--- src/rtl/uart_frame_pkg.sv ---
// uart_frame_pkg: error codes and FSM state encodings shared by the UART frame receiver.
package uart_frame_pkg;
    localparam logic [2:0] ERR_NONE     = 3'd0;
    localparam logic [2:0] ERR_FRAMING  = 3'd1;
    localparam logic [2:0] ERR_BAD_ETX  = 3'd2;
    localparam logic [2:0] ERR_TIMEOUT  = 3'd3;
    localparam logic [2:0] ERR_OVERRUN  = 3'd4;
    localparam logic [2:0] ERR_CHECKSUM = 3'd5;
    typedef enum logic [1:0] {S_IDLE, S_PAYLOAD, S_CHK, S_ETX} frame_state_e;
    typedef enum logic [1:0] {B_IDLE, B_START, B_DATA, B_STOP} byte_state_e;
endpackage

--- src/rtl/uart_frame_rx_if.sv ---
// uart_frame_rx_if: payload valid/ready port plus error and status outputs of uart_frame_rx.
interface uart_frame_rx_if #(
    parameter int PAYLOAD_BYTES = 6
);
    logic [PAYLOAD_BYTES*8-1:0] frame_data;
    logic                       frame_valid;
    logic                       frame_ready;
    logic                       frame_err;
    logic [2:0]                 err_code;
    logic                       busy;
    modport master (output frame_data, frame_valid, frame_err, err_code, busy, input frame_ready);
    modport slave (input frame_data, frame_valid, frame_err, err_code, busy, output frame_ready);
endinterface

--- src/rtl/uart_byte_rx.sv ---
// uart_byte_rx: 2-FF synchronised 8N1 byte receiver with start-bit glitch rejection and framing-error flag.
module uart_byte_rx
    import uart_frame_pkg::*;
#(
    parameter int CLKS_PER_BIT = 434
) (
    input  logic       clk,
    input  logic       rst,
    input  logic       rx_i,
    output logic       byte_valid_o,
    output logic [7:0] byte_o,
    output logic       framing_err_o
);
    localparam int CW = $clog2(CLKS_PER_BIT + 1);
    localparam logic [CW-1:0] HALF_M1 = CW'(CLKS_PER_BIT / 2 - 1);
    localparam logic [CW-1:0] FULL_M1 = CW'(CLKS_PER_BIT - 1);

    logic [2:0]    sync_q;
    byte_state_e   st_q;
    logic [CW-1:0] cnt_q;
    logic [2:0]    bit_q;
    logic [7:0]    sh_q;
    logic          valid_q;
    logic          ferr_q;
    logic          rx;
    logic          tick;

    // sync_q[1] is the synchronised line, sync_q[2] its previous value for edge detection
    assign rx   = sync_q[1];
    assign tick = cnt_q == (st_q == B_START ? HALF_M1 : FULL_M1);

    always_ff @(posedge clk or posedge rst) begin
        if (rst) begin
            sync_q  <= 3'b111;
            st_q    <= B_IDLE;
            cnt_q   <= '0;
            bit_q   <= '0;
            sh_q    <= '0;
            valid_q <= 1'b0;
            ferr_q  <= 1'b0;
        end else begin
            sync_q  <= {sync_q[1:0], rx_i};
            valid_q <= 1'b0;
            ferr_q  <= 1'b0;
            cnt_q   <= (st_q == B_IDLE || tick) ? '0 : cnt_q + 1'b1;
            case (st_q)
                B_IDLE:  if (sync_q[2] && !rx) st_q <= B_START;
                B_START: if (tick) st_q <= rx ? B_IDLE : B_DATA;
                B_DATA:  if (tick) begin
                    sh_q  <= {rx, sh_q[7:1]};
                    bit_q <= bit_q + 1'b1;
                    if (bit_q == 3'd7) st_q <= B_STOP;
                end
                default: if (tick) begin
                    st_q    <= B_IDLE;
                    valid_q <= rx;
                    ferr_q  <= !rx;
                end
            endcase
        end
    end

    assign byte_valid_o  = valid_q;
    assign byte_o        = sh_q;
    assign framing_err_o = ferr_q;
endmodule

--- src/rtl/uart_frame_rx.sv ---
// uart_frame_rx: STX|payload|[chk]|ETX frame receiver with valid/ready payload port and error reporting.
// Define UART_FRAME_CHECKSUM_EN to expect an XOR-of-payload byte between the payload and ETX.
module uart_frame_rx
    import uart_frame_pkg::*;
#(
    parameter int         CLKS_PER_BIT   = 434,
    parameter int         PAYLOAD_BYTES  = 6,
    parameter logic [7:0] STX_BYTE       = 8'h02,
    parameter logic [7:0] ETX_BYTE       = 8'h03,
    parameter int         TIMEOUT_CYCLES = 500000
) (
    input logic             clk,
    input logic             rst,
    input logic             rx_in,
    uart_frame_rx_if.master bus
);
    localparam int IW = $clog2(PAYLOAD_BYTES + 1);
    localparam int WW = $clog2(TIMEOUT_CYCLES + 1);

    logic                       bv;
    logic                       ferr;
    logic [7:0]                 rx_byte;
    frame_state_e               state_q;
    logic [IW-1:0]              idx_q;
    logic [WW-1:0]              wd_q;
    logic [PAYLOAD_BYTES*8-1:0] buf_q;
    logic [PAYLOAD_BYTES*8-1:0] data_q;
    logic                       valid_q;
    logic                       err_q;
    logic [2:0]                 code_q;
    logic                       timeout;
    logic                       last;
    logic                       accept;
`ifdef UART_FRAME_CHECKSUM_EN
    logic [7:0]                 chk_q;
`endif

    uart_byte_rx #(.CLKS_PER_BIT(CLKS_PER_BIT)) u_byte (
        .clk          (clk),
        .rst          (rst),
        .rx_i         (rx_in),
        .byte_valid_o (bv),
        .byte_o       (rx_byte),
        .framing_err_o(ferr)
    );

    // a byte arriving in the same cycle the watchdog expires wins over the timeout
    assign timeout = state_q != S_IDLE && !bv && wd_q == WW'(TIMEOUT_CYCLES - 1);
    assign last    = idx_q == IW'(PAYLOAD_BYTES - 1);
    assign accept  = !valid_q || bus.frame_ready;

    always_ff @(posedge clk or posedge rst) begin
        if (rst) begin
            state_q <= S_IDLE;
            idx_q   <= '0;
            wd_q    <= '0;
            buf_q   <= '0;
            data_q  <= '0;
            valid_q <= 1'b0;
            err_q   <= 1'b0;
            code_q  <= ERR_NONE;
`ifdef UART_FRAME_CHECKSUM_EN
            chk_q   <= '0;
`endif
        end else begin
            err_q  <= 1'b0;
            code_q <= ERR_NONE;
            wd_q   <= (state_q == S_IDLE || bv) ? '0 : wd_q + 1'b1;
            if (valid_q && bus.frame_ready) valid_q <= 1'b0;
            if (ferr || timeout) begin
                err_q   <= 1'b1;
                code_q  <= ferr ? ERR_FRAMING : ERR_TIMEOUT;
                state_q <= S_IDLE;
            end else if (bv) begin
                case (state_q)
                    S_IDLE: if (rx_byte == STX_BYTE) begin
                        state_q <= S_PAYLOAD;
                        idx_q   <= '0;
`ifdef UART_FRAME_CHECKSUM_EN
                        chk_q   <= '0;
`endif
                    end
                    S_PAYLOAD: begin
                        buf_q[idx_q*8 +: 8] <= rx_byte;
                        idx_q <= idx_q + 1'b1;
`ifdef UART_FRAME_CHECKSUM_EN
                        chk_q <= chk_q ^ rx_byte;
                        if (last) state_q <= S_CHK;
`else
                        if (last) state_q <= S_ETX;
`endif
                    end
`ifdef UART_FRAME_CHECKSUM_EN
                    S_CHK: begin
                        state_q <= rx_byte == chk_q ? S_ETX : S_IDLE;
                        err_q   <= rx_byte != chk_q;
                        code_q  <= rx_byte != chk_q ? ERR_CHECKSUM : ERR_NONE;
                    end
`endif
                    default: begin
                        state_q <= S_IDLE;
                        if (rx_byte != ETX_BYTE) begin
                            err_q  <= 1'b1;
                            code_q <= ERR_BAD_ETX;
                        end else if (accept) begin
                            data_q  <= buf_q;
                            valid_q <= 1'b1;
                        end else begin
                            err_q  <= 1'b1;
                            code_q <= ERR_OVERRUN;
                        end
                    end
                endcase
            end
        end
    end

    assign bus.frame_data  = data_q;
    assign bus.frame_valid = valid_q;
    assign bus.frame_err   = err_q;
    assign bus.err_code    = code_q;
    assign bus.busy        = state_q != S_IDLE;
endmodule

--- src/flat_wrapper.sv ---
// flat-port wrapper written by rule: the top's interface ports become plain ports
module uart_frame_rx_flat import uart_frame_pkg::*;
#(
    parameter int         CLKS_PER_BIT   = 434,
    parameter int         PAYLOAD_BYTES  = 6,
    parameter logic [7:0] STX_BYTE       = 8'h02,
    parameter logic [7:0] ETX_BYTE       = 8'h03,
    parameter int         TIMEOUT_CYCLES = 500000
)
  (clk, rst, rx_in, bus_frame_data, bus_frame_valid, bus_frame_err, bus_err_code, bus_busy, bus_frame_ready);
  uart_frame_rx_if #(.PAYLOAD_BYTES(PAYLOAD_BYTES)) bus_i ();
  input logic clk;
  input logic rst;
  input logic rx_in;
  output wire logic [$bits(bus_i.frame_data)-1:0] bus_frame_data;
  output wire logic [$bits(bus_i.frame_valid)-1:0] bus_frame_valid;
  output wire logic [$bits(bus_i.frame_err)-1:0] bus_frame_err;
  output wire logic [$bits(bus_i.err_code)-1:0] bus_err_code;
  output wire logic [$bits(bus_i.busy)-1:0] bus_busy;
  input wire logic [$bits(bus_i.frame_ready)-1:0] bus_frame_ready;
  assign bus_frame_data = bus_i.frame_data;
  assign bus_frame_valid = bus_i.frame_valid;
  assign bus_frame_err = bus_i.frame_err;
  assign bus_err_code = bus_i.err_code;
  assign bus_busy = bus_i.busy;
  assign bus_i.frame_ready = bus_frame_ready;
  uart_frame_rx #(.CLKS_PER_BIT(CLKS_PER_BIT), .PAYLOAD_BYTES(PAYLOAD_BYTES), .STX_BYTE(STX_BYTE), .ETX_BYTE(ETX_BYTE), .TIMEOUT_CYCLES(TIMEOUT_CYCLES)) u_core (.clk(clk), .rst(rst), .rx_in(rx_in), .bus(bus_i));
endmodule
--- config.mk ---
export PLATFORM = sky130hd
export DESIGN_NAME = uart_frame_rx_flat
export DESIGN_NICKNAME = d
export VERILOG_FILES = /design/src/rtl/uart_frame_pkg.sv /design/src/rtl/uart_frame_rx_if.sv /design/src/rtl/uart_byte_rx.sv /design/src/rtl/uart_frame_rx.sv /design/src/flat_wrapper.sv
export SDC_FILE = /design/constraint.sdc
export NUM_CORES = 1
export LEC_CHECK = 0
export ABC_AREA = 1
export CAP_MARGIN = 20
export CORE_MARGIN = 5
export CORE_UTILIZATION = 45
export DETAILED_ROUTE_END_ITERATION = 12
export PLACE_DENSITY_LB_ADDON = 0.1
export SYNTH_ARGS = -nofsm -noshare
export SYNTH_HDL_FRONTEND = slang
export SYNTH_HIERARCHICAL = 1
export SYNTH_SLANG_ARGS = --single-unit
--- constraint.sdc ---
create_clock -name clk -period 3.4 [get_ports clk]
set_input_delay 0.34 -clock clk [delete_from_list [all_inputs] [get_ports clk]]
set_output_delay 0.34 -clock clk [all_outputs]
set_load 0.005 [all_outputs]
==> results.tsv, run 1 <==
metric	value	unit
status	finished, final reports clean	
max_slew headroom	0.569	
Setup Fix Bufs, Post-CTS	0	
clock group share of total power	0.480	
FF+latch count, synth	152	
Filler Cells Inserted	1304	
Hold Violations, Final	0	
min-delay worst type	input port to async pin	
CP delay by family, top	simple AND/OR/NAND/NOR gates	
critical path's largest stage delay	0.48	ns
Critical Path RT	3.68	ns
Yosys top cell area share	0.554	
Final #Nets	818	
worst-path cell chain	inv_2, ha_1, ha_1, inv_2, nand3_1, nand2_1, o21ai_1	
first-pass GRT wire length	23200	um
Mapped Cells	745	
fin util	0.553	
CTS tree	done	
HPWL after DPL	9670	um
Max IR drop VDD	342	uV
Post-Syn Nets	759	
Period minus WS final	2.32	ns
Synth Area per Inst	9.03	sq um
most common cell after layout, fill and taps aside	nand2_1	
Tcrit/Tclk final	0.683	
vias in the first global route	4793	
fmax	431	MHz
post-synthesis sequential area ratio	0.566	
IO buf count	57	
DRT antenna net count	0	
Buffers & Inverters on Critical Path	2	
R2R cell count	7	
clock slew at the register clock pins of the worst setup and hold paths	0.06	ns
worst-margin pin slew	0.646	ns
CTS Hold Buffers Added	0	
Chip Width	132	um
Worst Skew	0.00935	ns
routability cong.	0.890	
antenna diode count	0	
maximum clock path buffer count	2	
most frequent cells in the layout	nand2_1 (168), dfrtp_1 (149), inv_1 (99), o21ai_1 (83)	
Int Power	3090	uW
Post-route DRC	0	
Via-to-Cell Ratio	4.94	
sw frac	0.215	
R2R Setup Slk	1.08	ns
Distinct cells, synth	40	
root buffer cell	clkbuf_16	
slowest CP cell	dfrtp_1	
CP max FO	16	
RSZ-0062 raised after global routing	no	
Skew-Pair Late Insertion Delay	0.42	ns
pwr dens	489	nW/um^2
Die ar.	17500	sq um
Layout area overhead	19.9	%
Pre-Repair DR Iteration Count	5	
critical path type	register to register	
crit end category	register	
CTS sink count	152	
sequential power share	0.474	
Pleak	0.00354	uW
largest net degree at the start of global routing	126	
area of the core	14600	sq um
Synth area leader	dfrtp_1	
Comb pwr share	0.046	
I/O pin cnt	58	
DRT iter0 DRCs	229	
Fin Setup TNS	0	ns
total wire length	13600	um
antenna violations before repair	0	
number of CTS-inserted buffers	17	
Worst EP arrival	2.60	ns
Total GRT Usage	0.161	
share of cells above drive strength 1	0.0944	
Routed wire per std cell	13.6	um
type of origin of the critical path	register	
Max Slew Vio Count	0	
gr ovfl total	0	
CTS H-tree lvls	4	
NetSw	846	uW
FF-to-FF End	u_core/buf_q[4]$_DFFE_PP0P_	
Max-Cap Viols	0	
post_cts resized	0	
initial core utilization	0.461	
Rows	44	
synthesized area	6730	sq um
largest cells by area after synthesis	dfrtp_1 (55%), nand2_1 (9.4%), o21ai_1 (6.2%), inv_1 (5.6%), nor2_1 (3.2%)	
vias post-DR	4937	
reg2reg start	u_core/idx_q[0]$_DFFE_PP0P_	
final setup fails	0	
yosys warns	6	
Die Y-Extent	132	um
[power by group through the flow]
stage	Combinational [uW]	Sequential (uW)	Clock, uW
global placement	178	1900	0
floorplan	159	1890	0
detailed placement	183	1900	0
finish	183	1870	1890
CTS	185	1860	1940
global route	216	1870	2020
[Yosys cell counts (all sizes together)]
master	instances
nand2	172
dfrtp	149
inv	109
o21ai	93
nor2	63
a21oi	37
nand3	31
buf	16
nor3	16
nand4	14
ha	10
a31oi	7
xor2	7
clkbuf	6
dfstp	3
nor3b	3
nor4	3
xnor2	2
a31o	1
and2	1
o21bai	1
o22ai	1
[worst max path at each step]
| stage | from | end | slack, ns | cells after the start |
|---|---|---|---|---|
| 5_1_grt | u_core/idx_q[0]$_DFFE_PP0P_ | u_core/buf_q[6]$_DFFE_PP0P_ | 0.85 | 7 |
| 6_report | u_core/idx_q[0]$_DFFE_PP0P_ | u_core/buf_q[4]$_DFFE_PP0P_ | 1.08 | 7 |
| 3_3_place_gp | u_core/idx_q[0]$_DFFE_PP0P_ | u_core/buf_q[5]$_DFFE_PP0P_ | 1.12 | 7 |
| 4_1_cts | u_core/idx_q[0]$_DFFE_PP0P_ | u_core/buf_q[2]$_DFFE_PP0P_ | 1.09 | 7 |
| 3_5_place_dp | u_core/idx_q[0]$_DFFE_PP0P_ | u_core/buf_q[2]$_DFFE_PP0P_ | 1.11 | 7 |
| 2_1_floorplan | u_core/idx_q[0]$_DFFE_PP0P_ | u_core/buf_q[1]$_DFFE_PP0P_ | 1.40 | 9 |
[worst register-to-register path: stages (launching register included)]
cell and delay [ns]:
dfrtp_1 0.48, inv_2 0.14, ha_1 0.23, ha_1 0.37, inv_2 0.23, nand3_1 0.47, nand2_1 0.19, o21ai_1 0.08
[flip-flops by register name, summed over array words and instances, names as in the netlist]
register	count
u_core/bus.frame_err	1
u_core/u_byte/sync_q	3
u_core/state_q	2
u_core/u_byte/byte_valid_o	1
u_core/u_byte/bit_q	3
u_core/u_byte/byte_o	8
u_core/idx_q	3
u_core/buf_q	48
u_core/bus.frame_data	48
u_core/bus.frame_valid	1
u_core/u_byte/cnt_q	9
u_core/u_byte/st_q	2
u_core/wd_q	19
u_core/bus.err_code	3
u_core/u_byte/framing_err_o	1
[per-stage QoR]
| step | area [sq um] | hold WS, ns | total power (uW) | worst slack (ns) | cells |
|---|---|---|---|---|---|
| 2_1_floorplan | 6730 | 0.344 | 2050 | 1.40 | 745 |
| 3_3_place_gp | 7440 | 0.350 | 2070 | 1.12 | 968 |
| 3_5_place_dp | 7440 | 0.351 | 2080 | 1.11 | 968 |
| 4_1_cts | 8030 | 0.318 | 3990 | 1.09 | 999 |
| 5_1_grt | 8060 | 0.319 | 4100 | 0.847 | 1000 |
| 6_report | 8060 | 0.333 | 3940 | 1.08 | 1000 |
[logic make-up (layout without fill, tap and decap cells)]
kind of cell,after synthesis,in the layout,synth area share
fa+ha+maj,10,10,0.0186
xor+xnor,9,9,0.0117
simple gates,303,303,0.213
compound gates,140,140,0.108
flops,152,152,0.566
buf+inv,131,202,0.0824
[per-layer routing]
layer | GRT usage | wire, um | vias up
li1 | - | - | 2506
met1 | 0.226 | 6720 | 2351
met2 | 0.237 | 6260 | 65
met3 | 0.0439 | 428 | 15
met4 | 0.0650 | 180 | 0
met5 | 0 | 0 | -
[cell type report]
type                       count  area [sq um]  share of cell area
clock inverter                 8           120              0.0149
sequential                   152          3810               0.472
timing repair buffer          62           641              0.0795
clock buffer                  23           478              0.0593
inverter                     109           413              0.0512
multi-input combinational    462          2370               0.294
tap                          184           230              0.0286
Note: power is estimated with default switching activity, not from simulation.
==> run 2, diff against run 1 <==
==> constraint.sdc (replaced) <==
create_clock -name clk -period 2.3 [get_ports clk]
set_input_delay 0.23 -clock clk [delete_from_list [all_inputs] [get_ports clk]]
set_output_delay 0.23 -clock clk [all_outputs]
set_load 0.005 [all_outputs]
==> run 2 against run 1 <==
Setup slack lost 0.90 ns. Largest power group is now registers. Highest routed layer unchanged. Clock power increased by 36%. Largest cell class unchanged. Critical path depth stayed put.
==> results.tsv, run 2 (same netlist as run 1, synthesis figures left out) <==
metric	value	unit	change
status	finished, final reports clean		unchanged
largest net degree at the start of global routing	105		was 126
vias in the first global route	4853		was 4,793
Fin Setup TNS	0	ns	unchanged
met3 WL	697	um	was 428 um
Max-Cap Viols	0		unchanged
total wire length	13400	um	was 13,600 um
Cell Area, Placed	7470	sq um	was 7440 sq um
Comb pwr share	0.048		was 0.046
RSZ-0062 raised after global routing	no		unchanged
IO buf count	57		unchanged
FF-to-FF End	u_core/buf_q[41]$_DFFE_PP0P_		was u_core/buf_q[4]$_DFFE_PP0P_
I/O pin cnt	58		unchanged
initial core utilization	0.461		unchanged
final setup fails	0		unchanged
R2R cell count	7		unchanged
WL met1	6330	um	was 6720 um
CTS Hold Buffers Added	0		unchanged
Period minus WS final	2.12	ns	was 2.32 ns
max_slew headroom	0.616		was 0.569
maximum clock path buffer count	2		unchanged
Tcrit/Tclk final	0.921		was 0.683
antenna diode count	0		unchanged
fmax	472	MHz	was 431 MHz
number of CTS-inserted buffers	17		unchanged
Setup crit end	u_core/buf_q[41]$_DFFE_PP0P_		was u_core/buf_q[4]$_DFFE_PP0P_
fin util	0.550		was 0.553
Rows	44		unchanged
Int Power	4340	uW	was 3090 uW
area of the core	14600	sq um	unchanged
vias post-DR	5001		was 4,937
sw frac	0.224		was 0.215
Final #Nets	822		was 818
Pre-Repair DR Iteration Count	4		was 5
gr ovfl total	0		unchanged
Setup Fix Bufs, Post-CTS	0		unchanged
antenna violations before repair	0		unchanged
Routed wire per std cell	13.3	um	was 13.6 um
most common cell after layout, fill and taps aside	nand2_1		unchanged
Chip Width	132	um	unchanged
CTS H-tree lvls	4		unchanged
most frequent cells in the layout	nand2_1 (168), dfrtp_1 (149), inv_1 (99), o21ai_1 (83)		unchanged
post_cts resized	0		unchanged
Die Y-Extent	132	um	unchanged
Layout area overhead	19.3	%	was 19.9%
Worst Skew	0.00720	ns	was 0.00935 ns
share of cells above drive strength 1	0.100		was 0.0944
Setup crit start	u_core/idx_q[0]$_DFFE_PP0P_		unchanged
reg2reg start	u_core/idx_q[0]$_DFFE_PP0P_		unchanged
CTS sink count	152		unchanged
root buffer cell	clkbuf_16		unchanged
clock group share of total power	0.460		was 0.480
Via-to-Cell Ratio	4.98		was 4.94
Layout Cells excl Fill	1004		was 1,000
Design Power	5590	uW	was 3940 uW
DRT antenna net count	0		unchanged
worst-margin pin slew	0.576	ns	was 0.646 ns
min-delay worst type	input port to register		was input port to async pin
Pleak	0.00353	uW	was 0.00354 uW
first-pass GRT wire length	23500	um	was 23,200 um
crit end category	register		unchanged
critical path type	register to register		unchanged
Post-route DRC	0		unchanged
Skew-Pair Late Insertion Delay	0.42	ns	about the same
sequential power share	0.492		was 0.474
Final Instance Area	8020	sq um	was 8060 sq um
HPWL after DPL	9470	um	was 9670 um
CP max FO	16		unchanged
highest metal used	met4		unchanged
Total GRT Usage	0.163		was 0.161
Die ar.	17500	sq um	unchanged
clock slew at the register clock pins of the worst setup and hold paths	0.06	ns	about the same
Critical Path RT	2.60	ns	was 3.68 ns
met2 wire len	6190	um	was 6260 um
placed instance count	973		was 968
R2R Setup Slk	0.18	ns	was 1.08 ns
Max IR drop VDD	487	uV	was 342 uV
worst hold path depth	1		
Max Slew Vio Count	0		unchanged
CTS tree	done		unchanged
NetSw	1250	uW	was 846 uW
pwr dens	697	nW/um^2	was 489 nW/um^2
type of origin of the critical path	register		unchanged
routability cong.	0.892		was 0.890
DRT iter0 DRCs	253		was 229
Worst EP arrival	2.41	ns	was 2.60 ns
Hold Violations, Final	0		unchanged
run 2: worst min-delay path by stage:
stage | slack, ns | end | from
final | 0.22 | u_core/u_byte/sync_q[0]$_DFF_PP1_ | rx_in
after global placement | 0.35 | u_core/u_byte/sync_q[1]$_DFF_PP1_ | u_core/u_byte/sync_q[0]$_DFF_PP1_
after global routing | 0.19 | u_core/u_byte/sync_q[0]$_DFF_PP1_ | rx_in
after detailed placement | 0.35 | u_core/u_byte/sync_q[1]$_DFF_PP1_ | u_core/u_byte/sync_q[0]$_DFF_PP1_
after floorplan | 0.23 | u_core/u_byte/sync_q[0]$_DFF_PP1_ | rx_in
after CTS | 0.20 | u_core/u_byte/sync_q[0]$_DFF_PP1_ | rx_in
run 2: routing by layer:
metal  vias to the layer above  global-route usage
met4                         0              0.0543
met5                         -                   0
met2                        95               0.244
met3                        15              0.0466
met1                      2374               0.229
li1                       2517                   -
run 2: worst max-delay path, cell delays in order (launching register included):
cell	delay, ns
dfrtp_1	0.47
inv_2	0.13
ha_1	0.22
ha_1	0.37
inv_2	0.21
nand4_2	0.36
nand2_1	0.17
o21ai_1	0.08
run 2: layout make-up:
class / instances / area [sq um]
Clock buffer: 22 / 474
Clock inverter: 9 / 75.1
Fill cell: 1276 / 6570
Inverter: 109 / 413
Multi-Input combinational cell: 462 / 2370
Sequential cell: 152 / 3810
Tap cell: 184 / 230
Timing Repair Buffer: 66 / 651
run 2: per-stage QoR:
step | worst slack (ns) | hold slack [ns]
after floorplan | 0.298 | 0.234
after global placement | 0.206 | 0.346
after detailed placement | 0.141 | 0.349
after CTS | 0.127 | 0.203
after global routing | 0.00520 | 0.193
final | 0.181 | 0.221
run 2: power groups by stage:
stage	Combinational [uW]	Sequential (uW)	Clock, uW
finish	267	2750	2570
CTS	277	2750	2640
floorplan	235	2790	0
detailed placement	276	2800	0
global route	309	2760	2770
global placement	264	2800	0
